<file path="config.mk">
export PLATFORM = sky130hd
export DESIGN_NAME = lzc_norm_pipe
export DESIGN_NICKNAME = d
export VERILOG_FILES = /design/src/rtl/lzc_pkg.sv /design/src/rtl/lzc_group.sv /design/src/rtl/lzc_norm_pipe.sv
export SDC_FILE = /design/constraint.sdc
export NUM_CORES = 1
export LEC_CHECK = 0
export ABC_AREA = 1
export CAP_MARGIN = 5
export CORE_UTILIZATION = 43
export CTS_BUF_LIST = sky130_fd_sc_hd__clkbuf_8
export DETAILED_ROUTE_END_ITERATION = 10
export PLACE_DENSITY = 0.81
export SKIP_LAST_GASP = 1
export SLEW_MARGIN = 25
export SYNTH_ARGS = -nofsm -noshare
export SYNTH_HDL_FRONTEND = slang
export SYNTH_SLANG_ARGS = --single-unit
</file>
<file path="constraint.sdc">
create_clock -name clk -period 1.24 [get_ports clk]
set_input_delay 0.248 -clock clk [delete_from_list [all_inputs] [get_ports clk]]
set_output_delay 0.248 -clock clk [all_outputs]
set_load 0.05 [all_outputs]
</file>
<file path="src/rtl/lzc_pkg.sv">
// Shared types and helpers for the pipelined leading-zero counter.
// Group result struct, group width default and a constant clog2.
package lzc_pkg;

  localparam int GROUP_W_DEF = 4;
  localparam int LZC_MAX_W   = 8;

  typedef struct packed {
    logic                 any_one;
    logic [LZC_MAX_W-1:0] local_lzc;
  } grp_res_t;

  function automatic int clog2(input int n);
    int r;
    r = 0;
    for (int i = 0; i < 32; i++) begin
      if ((1 << r) < n) r++;
    end
    return r;
  endfunction

endpackage

</file>
<file path="src/rtl/lzc_group.sv">
// Combinational leading-zero count of one GROUP_W-bit slice.
// An all-zero slice reports GROUP_W-1 so an all-zero input totals RANGE_WIDTH-1.
module lzc_group
  import lzc_pkg::*;
#(
  parameter int GROUP_W = GROUP_W_DEF
) (
  input  logic [GROUP_W-1:0] d_i,
  output grp_res_t           res_o
);

  // Scan LSB to MSB; the highest set bit is written last and wins
  always_comb begin
    res_o.any_one   = |d_i;
    res_o.local_lzc = LZC_MAX_W'(GROUP_W - 1);
    for (int i = 0; i < GROUP_W; i++) begin
      if (d_i[i]) res_o.local_lzc = LZC_MAX_W'(GROUP_W - 1 - i);
    end
  end

endmodule

</file>
<file path="src/rtl/lzc_norm_pipe.sv">
// Two-stage leading-zero counter with valid/ready flow control.
// Define LZC_NORM_SHIFT_EN to also return in_range << lzc_out on norm_out.
module lzc_norm_pipe
  import lzc_pkg::*;
#(
  parameter int RANGE_WIDTH = 16,
  parameter int GROUP_W     = GROUP_W_DEF,
  parameter int D_SIZE      = clog2(RANGE_WIDTH)
) (
  input  logic                   clk,
  input  logic                   reset,
  input  logic                   in_valid,
  output logic                   in_ready,
  input  logic [RANGE_WIDTH-1:0] in_range,
  output logic                   out_valid,
  input  logic                   out_ready,
  output logic [D_SIZE-1:0]      lzc_out,
  output logic                   v,
  output logic [RANGE_WIDTH-1:0] norm_out
);

  localparam int NG    = RANGE_WIDTH / GROUP_W;
  localparam int IDX_W = clog2(NG);

  logic              s1_valid_q;
  logic              s2_valid_q;
  logic              s1_adv;
  logic              s2_adv;
  grp_res_t          grp_d [NG];
  grp_res_t          grp_q [NG];
  logic [IDX_W-1:0]  sel;
  logic [D_SIZE-1:0] lzc_d;
  logic [D_SIZE-1:0] lzc_q;
  logic              v_d;
  logic              v_q;

  assign s2_adv   = !s2_valid_q || out_ready;
  assign s1_adv   = !s1_valid_q || s2_adv;
  assign in_ready = s1_adv;

  // Group 0 is the most significant slice
  for (genvar g = 0; g < NG; g++) begin : g_grp
    lzc_group #(
      .GROUP_W(GROUP_W)
    ) u_grp (
      .d_i  (in_range[RANGE_WIDTH-1-g*GROUP_W -: GROUP_W]),
      .res_o(grp_d[g])
    );
  end

  // Stage 1: valid flag and per-group results
  always_ff @(posedge clk or negedge reset) begin
    if (!reset) begin
      s1_valid_q <= 1'b0;
      for (int g = 0; g < NG; g++) grp_q[g] <= '0;
    end else if (s1_adv) begin
      s1_valid_q <= in_valid;
      if (in_valid) begin
        for (int g = 0; g < NG; g++) grp_q[g] <= grp_d[g];
      end
    end
  end

  // Priority select of the first non-zero group; all-zero falls to the last
  always_comb begin
    sel = IDX_W'(NG - 1);
    v_d = 1'b0;
    for (int g = NG - 1; g >= 0; g--) begin
      if (grp_q[g].any_one) sel = IDX_W'(g);
      v_d = v_d | grp_q[g].any_one;
    end
    lzc_d = D_SIZE'(sel) * D_SIZE'(GROUP_W)
          + D_SIZE'(grp_q[sel].local_lzc);
  end

  // Stage 2: valid flag, count and non-zero flag
  always_ff @(posedge clk or negedge reset) begin
    if (!reset) begin
      s2_valid_q <= 1'b0;
      lzc_q      <= '0;
      v_q        <= 1'b0;
    end else if (s2_adv) begin
      s2_valid_q <= s1_valid_q;
      if (s1_valid_q) begin
        lzc_q <= lzc_d;
        v_q   <= v_d;
      end
    end
  end

  assign out_valid = s2_valid_q;
  assign lzc_out   = lzc_q;
  assign v         = v_q;

`ifdef LZC_NORM_SHIFT_EN
  logic [RANGE_WIDTH-1:0] raw_q;
  logic [RANGE_WIDTH-1:0] norm_d;
  logic [RANGE_WIDTH-1:0] norm_q;

  // Raw input travels alongside the group results
  always_ff @(posedge clk or negedge reset) begin
    if (!reset) begin
      raw_q <= '0;
    end else if (s1_adv && in_valid) begin
      raw_q <= in_range;
    end
  end

  // Log2-level barrel shifter driven by the selected count
  always_comb begin
    norm_d = raw_q;
    for (int k = 0; k < D_SIZE; k++) begin
      if (lzc_d[k]) norm_d = norm_d << (1 << k);
    end
  end

  // Normalised value registered with the count
  always_ff @(posedge clk or negedge reset) begin
    if (!reset) begin
      norm_q <= '0;
    end else if (s2_adv && s1_valid_q) begin
      norm_q <= norm_d;
    end
  end

  assign norm_out = norm_q;
`else
  assign norm_out = '0;
`endif

endmodule
</file>
* Word level (Yosys, flattened, before mapping)
Cells that the tools add are included.
** Operators by class
- Magnitude comparators :: 1
- Add/subtract/negate cells :: 1
- Bitwise logic cells :: 4
- Reductions and logical operators :: 10
- Mux-type cells :: 18
** Operators by type and width (count)
- $mux 2 :: 10
- $bmux 9 s2 :: 1
- $reduce_or 4->1 :: 4
- $mux 4 :: 2
- $mux 1 :: 5
- $add 4x4->4 :: 1
- $reduce_and 2->1 :: 2
- $ge 3x3->1 const B :: 1
- $not 2->3 :: 1
- $or 1x1->1 :: 3
- $logic_not 1->1 :: 2
- $logic_or 1x1->1 :: 2
** Word-level totals
- Bits in registers :: 43
- Word-level logic and storage cells :: 46
- Output and inout port bits :: 23
- Input port bits :: 20

* Depth between registers and ports, before layout
Gate-level depths: netlist of run 1.
- Depth in word-level cells :: 8
- Mapped depth :: 8
- Gate-level depth less buffers :: 8

* By module
Synthesis of run 1 repeated with hierarchy kept, for this count alone.
** Unflattened totals
- Cells, all modules :: 188
- Area, all modules :: 1634.1 µm²
** Modules (own cells, without submodules)
- lzc_norm_pipe :: seq. area each 675.6 µm², times used 1, area an instance 1333.8 µm², cells each 140
- lzc_group :: seq. area each 0.0 µm², times used 4, area an instance 75.1 µm², cells each 12

* Least setup slack after synthesis of run 1
Ideal clock, no wire load.
- Kind :: reg2reg
- Start :: reg s2_valid_q (netlist: out_valid)
- End :: reg, netlist name grp_q[26]
- Arrival time :: 1.483 ns
- Library setup time :: 0.133 ns
- Clock period less this slack :: 1.616 ns
- Cell stages (with the launch flop) :: 6
- Data required time :: 1.107 ns
- Buffers on the path :: 0
- Slack :: -0.376 ns
- Cell sequence :: dfrtp_1 > nand3_2 > nand2_4 > inv_2 > o31ai_1 > o21ai_0
** Between the ends
- Word-level cells in the longest chain between the ends :: 4
** Ends and longest elaborated chain
- from (decl) :: line lzc_norm_pipe.sv:26 : logic s2_valid_q;
- from (signal assigned) :: line lzc_norm_pipe.sv:83 : s2_valid_q <= s1_valid_q;
- $logic_not 1->1 :: line lzc_norm_pipe.sv:37 : assign s2_adv = !s2_valid_q || out_ready;
- $logic_or 1x1->1 :: line lzc_norm_pipe.sv:37
- $logic_or 1x1->1 :: line lzc_norm_pipe.sv:38 : assign s1_adv = !s1_valid_q || s2_adv;
- named net in_ready :: line lzc_norm_pipe.sv:13 : output logic in_ready,
- $reduce_and 2->1 (no source line)
The timed path passes the listed nets, and every way through them passes these cells.
A chain may end at the register's enable or synchronous reset.

* Worst setup path in the final report of run 1
- Start :: reg s2_valid_q (netlist: out_valid)
- End :: out in_ready
** Between the ends
- Word-level cells in the longest chain between the ends :: 3
** Ends and longest elaborated chain (line)
- $logic_not 1->1 :: lzc_norm_pipe.sv:37
- $logic_or 1x1->1 :: lzc_norm_pipe.sv:37
- $logic_or 1x1->1 :: lzc_norm_pipe.sv:38
- to (decl) :: lzc_norm_pipe.sv:13
Every way passes these cells.

==> results.md, run 1 <==
Run status:
- The run finished with clean final reports.

Pwr:
- In this run the static leakage power is approximately 0.7 nW.
- After layout, the design draws a total of ~2 mW.
- The cell area power density is 1480 nW/um2.
- Across the VDD grid, the largest voltage drop is roughly 0.89 mV.

Synthesis:
- In this run, distinct cell masters in the synthesized netlist total 20.
- The synthesized area per cell is 7.94 um2.
- The post-synthesis sequential element count is 19.
- The synthesized netlist occupies a cell area of 1020 um2.
- Yosys mapped a number of flops with a built-in enable equal to 0.
- Sequential cells were found to cover 46.8% of the synthesized design area.
- After technology mapping, the gate count stands at roughly 130.
- Among all flip-flop cells after synthesis, the most frequent one is sky130_fd_sc_hd__dfrtp_1.
- The number of warning messages in the yosys log is 0.
- For this run, asynchronously set or reset flops after synthesis account for 100%.

Worst setup path:
- The most critical setup path has its endpoint at in_ready.
- The cell depth of the worst setup path is 2.
- Traced cell by cell, the critical path runs through nand3_4 -> buf_12.
- Measured in cells, the most critical reg-to-reg path has a length of 5.
- At the worst endpoint, the required time is between 0.9 and 1 ns.
- The startpoint identified for the worst register-to-register timing path is out_valid$_DFFE_PN0P_.
- The endpoint of the most critical register-to-register path is grp_q[35]$_DFFE_PN0P_.
- Among cell families on the critical path, the largest total delay comes from flip-flops.
- The critical path is of the reg2out type.
- The top fanout value on the critical path is 3.
- The critical path's largest stage delay is between 0.4 and 0.5 ns.
- The worst setup path is launched from a flip-flop.
- The data arrival time at the worst-slack endpoint is 0.98 ns.
- The cell with the largest stage delay on the worst path is sky130_fd_sc_hd__dfrtp_2.
- STA classifies the critical path endpoint as an output pin.
- Tracing the worst setup path back leads to its startpoint at out_valid$_DFFE_PN0P_.
- The internal reg-to-reg setup slack is 0.14 ns.
- The total buffers and inverters traversed by the critical path is 1.

Timing:
- For the final database, setup skew stands at around 0.0015 ns.
- Setup repair after global routing could not meet its margin everywhere.
- The final hold violation count is 0.
- The total setup violations reported at the end of the flow is 0.
- In the final timing run, aggregate negative setup slack is 0 ns.
- Setup slack closes at 0.00978 ns.
- The share of the clock period used by the worst path is 99.2%.
- Subtracting the final worst setup slack from the clock period gives 1.23 ns.
- The fmax is 0.813 GHz.
- The max-slew violation count came to 0.

Floorplan:
- The die covers 2560 um2.
- The initial utilization of the core area, before any placement, comes to between 40% and 50%.
- From bottom edge to top edge, the die measures 50.6 um.
- The floorplan has 17 rows.
- The placeable core area is ~2200 um2.
- The floorplan die width is 50.6 um.
- 43 I/O pins were placed.

Flow run:
- Max-cap violations in this run came to 0.

Clock network:
- Hold repair after CTS inserted 0 buffers.
- Clock tree synthesis inserted a total of 3 buffers.
- Clock tree synthesis found a total of 19 sinks.
- The clock slew seen by the registers of the worst setup and hold paths is approximately 0.07 ns.
- The clock latency of the later-clocked register in the worst-skew pair is between 0.2 and 0.3 ns.
- The CTS H-tree depth is 1.
- Clock tree synthesis selected as its root buffer the cell sky130_fd_sc_hd__clkbuf_8.
- The clock passes through at most 2 buffers.
- The clock tree from TritonCTS is done.

Finish:
- Of the cells placed in the final design, the portion with a size suffix greater than 1 is between 10% and 20%.
- The final core utilization is 62.5%.
- The growth of design area from synthesis to finish is 36.1%.
- For this run, the post-layout net count is 179.
- The repair_antennas step left the layout with diodes totalling 0.

Global routing:
- The initial antenna violation count is 0.
- The largest net degree at the start of global routing is 20.
- The via count of the first global-routing pass came to approximately 730.
- Global routing consumed, over all layers together, 16.4% of the routing resources.
- The wire length of the first global-routing pass is 3110 um.
- The total overflow left after global routing is 0.

Place:
- The final estimated routing congestion in global placement is approximately 0.77.
- The number of port buffers is 26.
- The detailed-placement wirelength estimate is roughly 1500 um.
- Timing analysis after detailed placement gives a worst setup slack of -0.214 ns.

Detailed routing:
- The post-detailed-route via-to-cell ratio is 4.56.
- For this run, design rule violations remaining after detail routing come to 0.
- The via count is about 850.
- The first TritonRoute pass finished after 4 iterations.
- The average detailed-routed wire length per instance is between 10 and 15 um.
- The number of DRC markers after the initial detailed-route iteration is 10.
- The total length of routed wires is 2000 um.
- The count of nets left with antenna violations after detail routing is 0.

Min path:
- The class of the most critical hold timing path is in2async.
-- worst reg2reg max path: cells and delay by family (launching register included) --
family	cells	cell delay, ns
buffers and inverters	1	0.09
AOI/OAI and AO/OA	2	0.20
and+or+nand+nor	2	0.26
DFF	1	0.42
-- per-stage QoR --
stage / hold WS, ns / area [um2] / cells
after floorplan: -0.0476 / 1090 / 143
after global placement: 0.474 / 1340 / 182
after detailed placement: 0.485 / 1340 / 182
after CTS: 0.337 / 1380 / 186
after global routing: 0.351 / 1380 / 186
final: 0.327 / 1380 / 186
-- final cells by class --
| cell class | count | area (um2) |
|---|---|---|
| tap | 28 | 35.0 |
| sequential | 19 | 477 |
| multi-input combinational | 91 | 422 |
| inverter | 16 | 60.1 |
| timing repair buffer | 28 | 344 |
| fill | 194 | 830 |
| clock inverter | 1 | 3.75 |
| clock buffer | 3 | 41.3 |
-- sequential cells by signal, summed over array words and instances, names as in the netlist --
| register | flops |
|---|---|
| out_valid | 1 |
| v | 1 |
| grp_q | 12 |
| s1_valid_q | 1 |
| lzc_out | 4 |
-- per-layer routing --
metal  vias to the layer above  share of wire [%]  GRT usage (%)
li1                        426                  -              -
met1                       381                 41           18.5
met4                         0                1.3           5.56
met3                         4                6.0           3.03
met5                         -                  0              0
met2                        37                 52           30.4
-- repair_timing --
item,in CTS,in global routing
setup buffers,0,0
gates resized for setup,2,1
setup endpoints to repair,1,3
-- where the power goes --
part,internal (mW),switching (mW)
logic,0.325,0.492
clock network,0.220,0.200
registers,0.717,0.0899
-- worst min path at each step --
stage / startpoint / to / slack [ns] / cells past startpoint
5_1_grt: reset / v$_DFFE_PN0P_ / 0.35 / 2
6_report: reset / grp_q[18]$_DFFE_PN0P_ / 0.33 / 2
3_5_place_dp: grp_q[26]$_DFFE_PN0P_ / lzc_out[3]$_DFFE_PN0P_ / 0.48 / 1
3_3_place_gp: grp_q[26]$_DFFE_PN0P_ / lzc_out[3]$_DFFE_PN0P_ / 0.47 / 1
4_1_cts: reset / grp_q[18]$_DFFE_PN0P_ / 0.34 / 2
2_1_floorplan: reset / grp_q[0]$_DFFE_PN0P_ / -0.05 / 0
-- layout by cell type (no fill, tap or decap) --
cell                               n
sky130_fd_sc_hd__nand3_1           4
sky130_fd_sc_hd__nor3_4            1
sky130_fd_sc_hd__buf_4             2
sky130_fd_sc_hd__a21oi_2           1
sky130_fd_sc_hd__nor3_1            1
sky130_fd_sc_hd__dfrtp_2           1
sky130_fd_sc_hd__nor2_1           12
sky130_fd_sc_hd__buf_12            7
sky130_fd_sc_hd__conb_1           16
sky130_fd_sc_hd__o21ai_1           5
sky130_fd_sc_hd__clkbuf_8          3
sky130_fd_sc_hd__inv_1            14
sky130_fd_sc_hd__nand3_4           1
sky130_fd_sc_hd__dlygate4sd2_1     1
sky130_fd_sc_hd__a31oi_1           1
sky130_fd_sc_hd__inv_2             3
sky130_fd_sc_hd__nand2_4           1
sky130_fd_sc_hd__nor2_2            1
sky130_fd_sc_hd__o31ai_1           3
sky130_fd_sc_hd__clkdlybuf4s50_1  18
sky130_fd_sc_hd__nand2_2           1
sky130_fd_sc_hd__a21oi_1           1
sky130_fd_sc_hd__nand2_1          35
sky130_fd_sc_hd__o21ai_0           7
sky130_fd_sc_hd__dfrtp_1          18
-- kinds of logic (layout without fill, tap and decap cells) --
group / Yosys count / after routing / share of synthesized area, %
and+or+nand+nor: 57 / 57 / 23.9
buffers and inverters: 33 / 48 / 18.8
DFF: 19 / 19 / 46.8
AOI/OAI and AO/OA: 18 / 18 / 10.1
other: 1 / 16 / 0.369
-- synth_stat cells (2+ instances only) --
master / number / area [um2]
sky130_fd_sc_hd__nand2_1: 35 / 131
sky130_fd_sc_hd__dfrtp_1: 19 / 475
sky130_fd_sc_hd__buf_4: 16 / 120
sky130_fd_sc_hd__inv_1: 14 / 52.6
sky130_fd_sc_hd__nor2_1: 13 / 48.8
sky130_fd_sc_hd__o21ai_0: 11 / 55.1
sky130_fd_sc_hd__nand3_1: 4 / 20.0
sky130_fd_sc_hd__o31ai_1: 3 / 22.5
sky130_fd_sc_hd__inv_2: 2 / 7.51
No activity file was read; power rests on OpenSTA's default activity.
==> inputs of run 2 (changes only) <==
--- a/config.mk
+++ b/config.mk
@@ -6,7 +6,8 @@
 export NUM_CORES = 1
 export LEC_CHECK = 0
 export ABC_AREA = 1
-export CAP_MARGIN = 5
+export ABC_CLOCK_PERIOD_IN_PS = 1240
+export CAP_MARGIN = 20
 export CORE_UTILIZATION = 43
 export CTS_BUF_LIST = sky130_fd_sc_hd__clkbuf_8
 export DETAILED_ROUTE_END_ITERATION = 10
==> results of run 2 <==
No change in the layout: final DEF, timing and power equal those of run 1.
==> inputs of run 3 (changes only) <==
--- a/config.mk
+++ b/config.mk
@@ -8,12 +8,14 @@
 export ABC_AREA = 1
 export ABC_CLOCK_PERIOD_IN_PS = 1240
 export CAP_MARGIN = 20
-export CORE_UTILIZATION = 43
+export CORE_UTILIZATION = 50
 export CTS_BUF_LIST = sky130_fd_sc_hd__clkbuf_8
 export DETAILED_ROUTE_END_ITERATION = 10
-export PLACE_DENSITY = 0.81
+export HOLD_SLACK_MARGIN = 0.15
+export PLACE_DENSITY = 0.82
 export SKIP_LAST_GASP = 1
 export SLEW_MARGIN = 25
 export SYNTH_ARGS = -nofsm -noshare
 export SYNTH_HDL_FRONTEND = slang
+export SYNTH_HIERARCHICAL = 1
 export SYNTH_SLANG_ARGS = --single-unit
==> run 3 against run 2 <==
Effect of this change: the run now ends with DRC, setup timing left; setup slack lost 0.18 ns; sequential power grew 40%; design area grew 57%; largest cell class is now multi-input gates.
==> results.md, run 3 <==
Run status:
- The run finished, with violations left.
- The final reports fail on DRC, setup timing.

Floorplan:
- The starting density of the core is 54.0% (+8.0 points).
- The cell row count is 19 (+2).
- The floorplan die width came to 57.0 um (+13%).
- The overall die area is 3250 um2 (+27%).
- The die outline height is 57.0 um (+13%).
- The total I/O pin count is 43 (unchanged).
- The placeable core area is 2810 um2 (+27%).

Clock network:
- The clock latency of the later-clocked register in the worst-skew pair is 0.27 ns (+0.02 ns).
- The CTS H-tree depth is 1 (unchanged).
- The count of hold-fix buffers inserted at cts was 0 (unchanged).
- The clock slew seen by the registers of the worst setup and hold paths is 0.09 ns (+0.02 ns).
- The clock tree from TritonCTS is done.
- The number of sinks driven by the clock tree was 27 (+8).
- The clock tree root buffer cell is sky130_fd_sc_hd__clkbuf_8.
- The total clock buffers created by CTS is 3 (unchanged).
- The maximum buffer depth of the clock tree is 2 (unchanged).

Detailed routing:
- The via count came to 1,226 (+45%).
- The number of DRC markers after the initial detailed-route iteration came to 38 (+28).
- The total length of routed wires is 3530 um (+77%).
- The average detailed-routed wire length per instance is 14.2 um (+32%).
- The number of detailed-routing iterations run before antenna repair is 8 (+4).
- The post-detailed-route via-to-cell ratio was 4.92 (+8.0%).
- The final routed DRC violation total is 10 (+10).
- The count of nets left with antenna violations after detail routing is 0 (unchanged).

Synthesis:
- The cell area after technology mapping is 1510 um2 (+49%).
- The synthesized area per cell is 8.80 um2 (+11%).
- The number of instances in the synthesized netlist is 172 (+34%).
- The number of warning messages in the yosys log is 6 (+6).

Timing:
- The final worst slack is -0.171 ns (-0.181 ns).
- Setup repair after global routing could not meet its margin everywhere.
- The total setup violations reported at the end of the flow was 6 (+6).
- The post-route worst hold slack came to 0.325 ns (-0.00183 ns).
- The max-slew violation count is 0 (unchanged).
- The fmax is 0.709 GHz (-13%).
- The share of the clock period used by the worst path is 114% (+15 points).
- The final critical-path required period is 1.41 ns (+0.181 ns).
- The final hold violation count is 0 (unchanged).
- The worst clock skew is 0.00559 ns (+0.00411 ns).

Global routing:
- The wire length of the first global-routing pass is 5460 um (+76%).
- The largest net degree at the start of global routing came to 28 (+40%).
- The global-route total usage across every layer came to 21.9% (+5.5 points).
- The total overflow reported by the global router is 0 (unchanged).
- The initial antenna violation count is 0 (unchanged).
- The via count of the first global-routing pass is 1,227 (+68%).

Finish:
- The summed area of non-filler cells in the final layout is 2160 um2 (+57%).
- The number of antenna repair diodes came to 0 (unchanged).
- The flip-flop count of the largest register after layout was 20 (+8).
- The top cell types in the final layout, fill and taps aside, are 26 x sky130_fd_sc_hd__dfrtp_1, 24 x sky130_fd_sc_hd__conb_1, 23 x sky130_fd_sc_hd__nand2_1.
- The ratio of cells with drive above 1 in the final layout was 38.5% (+25 points).
- The most flop-heavy register is grp_q.
- The most common cell after layout, fill and taps aside is sky130_fd_sc_hd__dfrtp_1.
- From synthesis to final layout, the design area changed by 43.0%.
- The layout net count is 240 (+34%).
- The final core utilization is 77.2% (+15 points).

Worst setup path:
- The worst setup path is launched from a flip-flop.
- The required time at the endpoint of the critical path came to 1.46 ns (+0.47 ns).
- By startpoint and endpoint, the worst setup path is classified as reg2reg.
- The kind of end point of the critical path is a flip-flop.
- The top fanout value on the critical path was 4 (+1).
- The data arrival time at the worst-slack endpoint is 1.63 ns (+0.65 ns).

Pwr:
- The highest ir drop seen on vdd is 0.851 mV (-4.4%).
- The proportion of power drawn by flip-flops and latches is 41.6% (+2.1 points).
- The combinational group share of total power came to 40.2% (+0.2 points).
- The clock power share is 18.2% (-2.3 points).
- The total internal power is 1.73 mW (+37%).
- The switching power was 976 uW (+25%).
- The leakage power was 1.08 nW (+56%).
- The fraction of power spent switching nets is 36.1% (-2.2 points).
- The cell area power density is 1250 nW/um2 (-15%).

Place:
- The pre-CTS worst setup slack came to -0.330 ns (-0.116 ns).
- The number of port buffers was 26 (unchanged).
- The final estimated routing congestion in global placement is 0.848 (+10%).
- The post-placement cell area is 1990 um2 (+49%).
- The detailed-placement wirelength estimate is 2450 um (+58%).

Min path:
- The class of the most critical hold timing path is in2async.

Flow run:
- The number of max-cap violations is 0 (unchanged).
==> run 3: final cells by class <==
type,instances,area (um2)
repair buffers,49,528
multi-input cells,120,808
flip-flops and latches,27,677
fillers,183,641
well taps,31,38.8
inverters,18,67.6
clock buffers,3,41.3
clock inverters,1,3.75
==> run 3: timing repair <==
item	CTS	global route
pin swaps	9	6
buffers inserted	2	3
gates cloned	0	1
resized for setup	9	12
setup endpoints to repair	15	20
==> run 3: power groups by stage <==
stage	combinational, mW	clock, mW	sequential [mW]
3_3_place_gp	0.977	0	1.13
5_1_grt	1.15	0.544	1.13
2_1_floorplan	0.510	0	1.25
4_1_cts	1.04	0.494	1.12
3_5_place_dp	1.01	0	1.14
6_report	1.09	0.493	1.13
==> run 3: worst paths after layout <==
path                                        from                      to  slack, ns  depth (start not counted)
max                        grp_q[26]$_DFFE_PN0P_  lzc_out[3]$_DFFE_PN0P_      -0.17                         11
min                                        reset    grp_q[0]$_DFFE_PN0P_       0.33                          2
max reg2reg                grp_q[26]$_DFFE_PN0P_  lzc_out[3]$_DFFE_PN0P_      -0.17                         11
min reg2reg                grp_q[20]$_DFFE_PN0P_   grp_q[20]$_DFFE_PN0P_       0.51                          1
max in group asynchronous                  reset   out_valid$_DFFE_PN0P_       0.75                          2
min in group clk                        in_valid  s1_valid_q$_DFFE_PN0P_       0.49                          3
==> run 3: worst max-delay path, stage by stage (launching register included) <==
cell and delay, ns:
sky130_fd_sc_hd__dfrtp_1 0.42, sky130_fd_sc_hd__inv_2 0.12, sky130_fd_sc_hd__nand2_4 0.07, sky130_fd_sc_hd__nand2_4 0.08
sky130_fd_sc_hd__nand2_2 0.04, sky130_fd_sc_hd__a22o_1 0.23, sky130_fd_sc_hd__inv_2 0.07, sky130_fd_sc_hd__ha_4 0.13
sky130_fd_sc_hd__inv_2 0.03, sky130_fd_sc_hd__nand3_2 0.06, sky130_fd_sc_hd__nand3_2 0.05, sky130_fd_sc_hd__nand2_1 0.05
==> run 3: through the flow <==
step	instances	setup TNS [ns]	power (mW)
finish	249	-0.686	2.70
global route	249	-1.09	2.83
CTS	245	-0.378	2.65
detailed placement	239	-6.72	2.15
global placement	239	-5.99	2.10
floorplan	191	-3.94	1.76
==> run 3: layer usage <==
layer  global-route usage (%)  vias up  share of wire [%]  wire length, um
li1                         -      588                  -                -
met5                        0        -                  0                0
met4                     6.62        0                2.5               88
met3                     4.99       13                4.6              162
met1                     25.5      580                 41             1460
met2                     40.0       45                 51             1810
